===== config.mk =====
export PLATFORM = sky130hd
export DESIGN_NAME = hazard_ctrl
export DESIGN_NICKNAME = d
export VERILOG_FILES = /design/src/rtl/hazard_ctrl.sv
export SDC_FILE = /design/constraint.sdc
export NUM_CORES = 1
export LEC_CHECK = 0
export BUFFER_PORTS_ARGS = -buffer_cell sky130_fd_sc_hd__buf_2
export CAP_MARGIN = 0
export CORE_MARGIN = 2
export CORE_UTILIZATION = 44
export DETAILED_ROUTE_END_ITERATION = 8
export PLACE_DENSITY_LB_ADDON = 0.15
export SKIP_LAST_GASP = 1
export SYNTH_ARGS = -nofsm -noshare
export SYNTH_HDL_FRONTEND = slang
export SYNTH_SLANG_ARGS = --single-unit

===== constraint.sdc =====
create_clock -name clk -period 3.6 [get_ports clk]
set_clock_uncertainty 0.1 [all_clocks]
set_input_delay 0.18 -clock clk [delete_from_list [all_inputs] [get_ports clk]]
set_output_delay 0.18 -clock clk [all_outputs]
set_load 0.01 [all_outputs]

===== src/rtl/hazard_ctrl.sv =====
// Pipeline hazard controller for the 5-stage RV32I core: stall/flush generation,
// memory-wait watchdog FSM and saturating performance counters.
module hazard_ctrl #(
  parameter int TIMEOUT = 255,
  parameter int WAIT_W  = 8,
  parameter int CNT_W   = 32
) (
  input  logic             clk,
  input  logic             rst,
  input  logic [4:0]       i_id_rs1_addr,
  input  logic [4:0]       i_id_rs2_addr,
  input  logic             i_id_rs1_used,
  input  logic             i_id_rs2_used,
  input  logic [4:0]       i_ex_rd_addr,
  input  logic             i_ex_rd_wr,
  input  logic             i_ex_is_load,
  input  logic             i_ex_branch_taken,
  input  logic             i_imem_ready,
  input  logic             i_dmem_req,
  input  logic             i_dmem_ready,
  output logic             o_pc_stall,
  output logic             o_if_id_stall,
  output logic             o_id_ex_stall,
  output logic             o_ex_mem_stall,
  output logic             o_if_id_flush,
  output logic             o_id_ex_flush,
  output logic             o_mem_wb_flush,
  output logic [1:0]       o_state,
  output logic             o_fault,
  output logic [CNT_W-1:0] o_stall_cnt,
  output logic [CNT_W-1:0] o_flush_cnt,
  output logic [CNT_W-1:0] o_lu_cnt
);

  typedef enum logic [1:0] {
    ST_RUN       = 2'd0,
    ST_DMEM_WAIT = 2'd1,
    ST_IMEM_WAIT = 2'd2,
    ST_FAULT     = 2'd3
  } state_t;

  state_t             state_q;
  state_t             wait_kind_s;
  logic [WAIT_W-1:0]  wait_q;
  logic [WAIT_W-1:0]  wait_run_s;
  logic               fault_q;
  logic [CNT_W-1:0]   stall_cnt_q, stall_cnt_d;
  logic [CNT_W-1:0]   flush_cnt_q, flush_cnt_d;
  logic [CNT_W-1:0]   lu_cnt_q, lu_cnt_d;
  logic               dwait_s, iwait_s, lu_s, frozen_s;

  function automatic logic [CNT_W-1:0] sat_inc(input logic [CNT_W-1:0] v, input logic en);
    if (en && !(&v)) begin
      sat_inc = v + {{(CNT_W-1){1'b0}}, 1'b1};
    end else begin
      sat_inc = v;
    end
  endfunction

  assign frozen_s = (state_q == ST_FAULT);
  assign dwait_s  = i_dmem_req & ~i_dmem_ready;
  assign iwait_s  = ~i_imem_ready;
  assign lu_s     = i_ex_is_load & i_ex_rd_wr & (i_ex_rd_addr != 5'd0) &
                    ((i_id_rs1_used & (i_ex_rd_addr == i_id_rs1_addr)) |
                     (i_id_rs2_used & (i_ex_rd_addr == i_id_rs2_addr)));

  // Prioritised stall/flush selection; exactly one hazard case drives the pipeline.
  always_comb begin
    o_pc_stall     = 1'b0;
    o_if_id_stall  = 1'b0;
    o_id_ex_stall  = 1'b0;
    o_ex_mem_stall = 1'b0;
    o_if_id_flush  = 1'b0;
    o_id_ex_flush  = 1'b0;
    o_mem_wb_flush = 1'b0;
    if (frozen_s) begin
      o_pc_stall     = 1'b1;
      o_if_id_stall  = 1'b1;
      o_id_ex_stall  = 1'b1;
      o_ex_mem_stall = 1'b1;
    end else if (dwait_s) begin
      // A taken branch waits in EX until the data access completes.
      o_pc_stall     = 1'b1;
      o_if_id_stall  = 1'b1;
      o_id_ex_stall  = 1'b1;
      o_ex_mem_stall = 1'b1;
      o_mem_wb_flush = 1'b1;
    end else if (i_ex_branch_taken) begin
      o_if_id_flush  = 1'b1;
      o_id_ex_flush  = 1'b1;
    end else if (lu_s) begin
      o_pc_stall     = 1'b1;
      o_if_id_stall  = 1'b1;
      o_id_ex_flush  = 1'b1;
    end else if (iwait_s) begin
      o_pc_stall     = 1'b1;
      o_if_id_flush  = 1'b1;
    end else begin
      o_pc_stall     = 1'b0;
    end
  end

  // Wait type requested this cycle and the resulting consecutive-cycle count.
  always_comb begin
    if (dwait_s) begin
      wait_kind_s = ST_DMEM_WAIT;
    end else if (iwait_s && !i_ex_branch_taken) begin
      wait_kind_s = ST_IMEM_WAIT;
    end else begin
      wait_kind_s = ST_RUN;
    end
    if (wait_kind_s == state_q) begin
      wait_run_s = wait_q + {{(WAIT_W-1){1'b0}}, 1'b1};
    end else begin
      wait_run_s = {{(WAIT_W-1){1'b0}}, 1'b1};
    end
  end

  // Watchdog FSM: tracks consecutive memory-wait cycles, FAULT is left only by reset.
  always_ff @(posedge clk or posedge rst) begin
    if (rst) begin
      state_q <= ST_RUN;
      wait_q  <= '0;
      fault_q <= 1'b0;
    end else begin
      case (state_q)
        ST_FAULT: begin
          state_q <= ST_FAULT;
          fault_q <= 1'b1;
        end
        default: begin
          if (wait_kind_s == ST_RUN) begin
            state_q <= ST_RUN;
            wait_q  <= '0;
          end else if (wait_run_s == WAIT_W'(TIMEOUT)) begin
            state_q <= ST_FAULT;
            wait_q  <= wait_run_s;
            fault_q <= 1'b1;
          end else begin
            state_q <= wait_kind_s;
            wait_q  <= wait_run_s;
          end
        end
      endcase
    end
  end

  always_comb begin
    stall_cnt_d = sat_inc(stall_cnt_q, ~frozen_s & o_pc_stall);
    flush_cnt_d = sat_inc(flush_cnt_q, ~frozen_s & ~dwait_s & i_ex_branch_taken);
    lu_cnt_d    = sat_inc(lu_cnt_q, ~frozen_s & ~dwait_s & ~i_ex_branch_taken & lu_s);
  end

  // Performance counters.
  always_ff @(posedge clk or posedge rst) begin
    if (rst) begin
      stall_cnt_q <= '0;
      flush_cnt_q <= '0;
      lu_cnt_q    <= '0;
    end else begin
      stall_cnt_q <= stall_cnt_d;
      flush_cnt_q <= flush_cnt_d;
      lu_cnt_q    <= lu_cnt_d;
    end
  end

  assign o_state     = state_q;
  assign o_fault     = fault_q;
  assign o_stall_cnt = stall_cnt_q;
  assign o_flush_cnt = flush_cnt_q;
  assign o_lu_cnt    = lu_cnt_q;

endmodule


==> results.txt <==
- Post-CTS Setup Bufs: 0
* Global placement routability congestion: 0.788
- Critical Path Start Type: flip-flop
- In this run the vertical extent of the chip is 117 um.
* Worst-case headroom to the max-slew limit: 26.3%
* Via density per instance: 5.37
* Simple-Gate Fraction of Synth Area: 27.8%
- The detail route stage leaves a number of antenna-violating nets equal to 0.
* Netlist cell types: 47
- Fill count: 1,204
- Number of hold-repair buffers added at the cts stage: 0
* CTS tree: done
- Timing would allow up to approximately 360 MHz.
- Routed Wire Length: 13.2 mm
- At the pin with the least slew margin, the transition time is roughly 1.1 ns.
- Of the cells placed in the final design, the portion with a size suffix greater than 1 is between 20% and 30%.
- TritonCTS buffer count: 9
- Chain of cells forming the critical path: nand3_1, nor4_1, nand3_1, nor4_1, nor3b_1, xnor2_1
- Data on the critical path arrives at its endpoint at 2.92 ns.
- The first routing iteration left 271 violations.
- In this run the worst hold path is classified as primary input to asynchronous set/reset pin.
- Boundary Pins: 131
- Of the total synthesized cell area, the portion taken by full adders, half adders and majority gates is 0.894%.
* Portion of the post-synthesis area used by sequential elements: 47.8%
- In this run the clock root is driven by a sky130_fd_sc_hd__clkbuf_16.
- Worst Setup Slack post-DPL: between 0.8 and 0.9 ns
* Hold slack final: 0.0209 ns
- On the critical path, the stage with the largest delay is an instance of sky130_fd_sc_hd__nor4_1.
* Cell area after synthesis: 5600 sq um
- Core Box Area: ~13,000 sq um
- Once placement completed, the tool counted placed cells totaling approximately 850.
- Cell Pwr Density: roughly 420 nW/um^2
* Setup TNS Final: 0 ns
- Measured against the total synthesized area, the mux share comes to less than 1%.
- The number of gates resized after CTS was 0.
* Max Cap Violations: 0
- At the end of the flow, the number of nets in the layout was 716.
- Internal power comes to 2.09 mW.
* Via count: approximately 4.6k
* Relative contribution of the clock network to total power: 37.3%
- Setup violations remaining at the end of the flow were counted as 0.
- The tree built by TritonCTS fans out to 107 sinks.
- Synthesis produced a netlist whose cell count is 557.
- The first global-routing pass estimated 21.5 mm of wire.
- Core Rows: 41
- Element type at the critical path end: flip-flop
- By area, the combinational part of the netlist is dominated by simple AND/OR/NAND/NOR gates.
* Remaining design rule violation count: 0
* Worst-case vdd ir drop: 0.000228 V
* Portion of total power attributed to combinational logic: 14.2%
* Worst-path clk slew: 0.07 ns
- Number of antenna diodes: 0
- Total nets after synthesis: 586
* Register area: 2680 sq um
- Summing the areas of all compound-gate instances in the mapped netlist gives 4.13% of the synthesized area.
- Number of levels the H-tree was split into: 3
- Once the floorplan was initialized, standard cells occupied approximately 45% of the core.
- Top FF cell, synth: sky130_fd_sc_hd__dfrtp_1
* Unrepaired setup endpoints after global routing: false
- Yosys mapped a number of flops with a built-in enable equal to 0.
- Summed over all nets, the switching power comes to around 0.78 mW.
- The finished layout holds about 860 standard cells, fillers aside.
- Worst Path Max Fanout: 6
- The first detailed-routing pass took 4 iterations.
* Number of warnings issued by yosys: 0
* Leakage power summed over all cells: between 3 and 4 nW
* Seq cells post-synth: 107
- The die is 117 um wide.
- The longest clock path from root to sink contains 2 buffers.
- Fraction of power spent switching nets: 27.3%
- The number of pins with negative max-slew slack in the final report was 0.
- Register-to-Register Setup Slack: 0.85 ns
- Worst Path Required: around 3.8 ns
- The wire-length estimate of the detail-placed layout is about 9.5 mm.
- Proportion of netlist area held by the largest area contributor: 47.8%
* Cell accounting for the most synthesized area: sky130_fd_sc_hd__dfrtp_1
- Power share of the sequential group: 48.5%
- Post-layout minimum cycle time: 2.75 ns
- Maximum number of pins on one net before global-route repair: 91
- During placement, the flow inserted port buffers numbering 130.
- The floorplan step defined a die boundary enclosing between 10,000 and 15,000 sq um.
* Post-synth ARST share: between 90% and 100%
- Avg WL per Cell: 15.3 um
* Final hold violations: 0
- The number of global-route vias before repair came to 4,302.
- After synthesis, the mean cell area works out to 10.1 sq um.
* Grt ovf: 0
- Summing the areas of all xor and xnor instances in the mapped netlist gives 16.4% of the synthesized area.
- Across all setup checks in the final design, the least slack found is 0.846 ns.
- Clock insertion delay at the later pin of the skew report: 0.35 ns
* Result of the run: finished clean
- Global-route usage over all layers: about 20%
- Largest stage delay, worst path: 0.66 ns
* Area used by multi-input combinational logic: roughly 2800 sq um
* Antenna violations before repair: 0
- Cell types occupying the most area after synthesis: sky130_fd_sc_hd__dfrtp_1 48%, sky130_fd_sc_hd__xnor2_1 8.3%, sky130_fd_sc_hd__xor2_1 7.8%
- Of the available clock period, the critical path in the final layout requires between 70% and 80%.
- Area growth from synthesis to layout: 21.1%
* Category of the critical setup timing path: flip-flop to flip-flop
[Yosys cell counts, drive strengths merged (8+ instances only)]
cell	n
nand2	50
and4	11
xor2	50
clkbuf	15
and3	20
o21ai	10
nor2	28
nor4	20
nor3	29
and2	8
nand4	30
inv	13
xnor2	54
dfrtp	107
nand3	43
[critical path: cells and delay by family, from the launching register on]
kind / cells / cell delay, ns
simple gates: 5 / 1.99
flops: 1 / 0.43
xor+xnor: 1 / 0.14
[layout make-up]
type,instances,share of cell area [%]
Inverter,13,0.756
Multi-Input combinational cell,417,41.2
Clock inverter,6,1.27
Timing Repair Buffer,139,10.6
Clock buffer,10,3.52
Tap cell,172,3.17
Sequential cell,107,39.5
[through the flow]
stage	cell area [sq um]	util, %	power, mW
6_report	6780	54.2	2.88
5_1_grt	6780	54.2	3.02
4_1_cts	6780	54.2	2.91
3_5_place_dp	6460	51.6	1.83
3_3_place_gp	6460	51.6	1.82
2_1_floorplan	5600	-	1.66
[final timing paths]
| kind | start | endpoint | depth (start not counted) |
|---|---|---|---|
| setup / recovery | o_lu_cnt[2]$_DFFE_PP0P_ | o_lu_cnt[27]$_DFFE_PP0P_ | 6 |
| max in group asynchronous | rst | o_lu_cnt[14]$_DFFE_PP0P_ | 3 |
| min in group clk | i_imem_ready | wait_q[0]$_DFFE_PP0N_ | 4 |
| hold / removal | rst | o_stall_cnt[14]$_DFFE_PP0P_ | 2 |
| setup reg to reg | o_lu_cnt[2]$_DFFE_PP0P_ | o_lu_cnt[27]$_DFFE_PP0P_ | 6 |
| hold reg to reg | o_fault$_DFFE_PP0P_ | o_fault$_DFFE_PP0P_ | 1 |
[metal layers]
metal,part of all wire (%),GRT usage [%],up-vias
li1,-,-,2243
met1,48,27.9,2284
met2,46,30.8,100
met3,4.6,3.66,15
met4,1.8,7.61,0
met5,0,0,-
[power groups by stage]
stage | sequential [mW] | clock [mW] | combinational (mW)
2_1_floorplan | 1.44 | 0 | 0.214
3_3_place_gp | 1.41 | 0 | 0.409
3_5_place_dp | 1.42 | 0 | 0.415
4_1_cts | 1.40 | 1.10 | 0.416
5_1_grt | 1.41 | 1.15 | 0.461
6_report | 1.40 | 1.07 | 0.409
[cells by family (layout without fill, tap and decap cells)]
| kind of cell | after synthesis | in the layout |
|---|---|---|
| AO/OA/AOI/OAI | 35 | 35 |
| XOR/XNOR | 104 | 104 |
| adder cells (fa/ha/maj) | 4 | 4 |
| buffers and inverters | 33 | 168 |
| flip-flops | 107 | 107 |
| multiplexers | 2 | 2 |
| AND/OR/NAND/NOR | 272 | 272 |
[sequential cells by signal (all words and copies together) (netlist names)]
signal	cells
o_lu_cnt	32
o_fault	1
o_state	2
o_stall_cnt	32
o_flush_cnt	32
wait_q	8
[layout by cell type (no fill, tap or decap), types with 3 or more instances in the layout]
| cell | count |
|---|---|
| sky130_fd_sc_hd__buf_4 | 9 |
| sky130_fd_sc_hd__nor4_2 | 7 |
| sky130_fd_sc_hd__nand3_1 | 43 |
| sky130_fd_sc_hd__buf_2 | 130 |
| sky130_fd_sc_hd__nand3b_1 | 3 |
| sky130_fd_sc_hd__o21ai_0 | 10 |
| sky130_fd_sc_hd__nand2_1 | 50 |
| sky130_fd_sc_hd__ha_1 | 4 |
| sky130_fd_sc_hd__xor2_1 | 50 |
| sky130_fd_sc_hd__or4_1 | 7 |
| sky130_fd_sc_hd__and3_1 | 20 |
| sky130_fd_sc_hd__nor2b_1 | 3 |
| sky130_fd_sc_hd__nor4_1 | 13 |
| sky130_fd_sc_hd__nand4_1 | 30 |
| sky130_fd_sc_hd__and4_1 | 11 |
| sky130_fd_sc_hd__xnor2_1 | 53 |
| sky130_fd_sc_hd__nand2b_1 | 5 |
| sky130_fd_sc_hd__nor4b_2 | 4 |
| sky130_fd_sc_hd__dfrtp_1 | 107 |
| sky130_fd_sc_hd__or3_1 | 3 |
| sky130_fd_sc_hd__and2_1 | 7 |
| sky130_fd_sc_hd__a21oi_1 | 7 |
| sky130_fd_sc_hd__o31ai_1 | 4 |
| sky130_fd_sc_hd__nand4b_1 | 3 |
| sky130_fd_sc_hd__clkbuf_16 | 9 |
| sky130_fd_sc_hd__inv_1 | 12 |
| sky130_fd_sc_hd__nor3_1 | 29 |
| sky130_fd_sc_hd__nor2_1 | 28 |
Power figures use the tool's default switching activity.
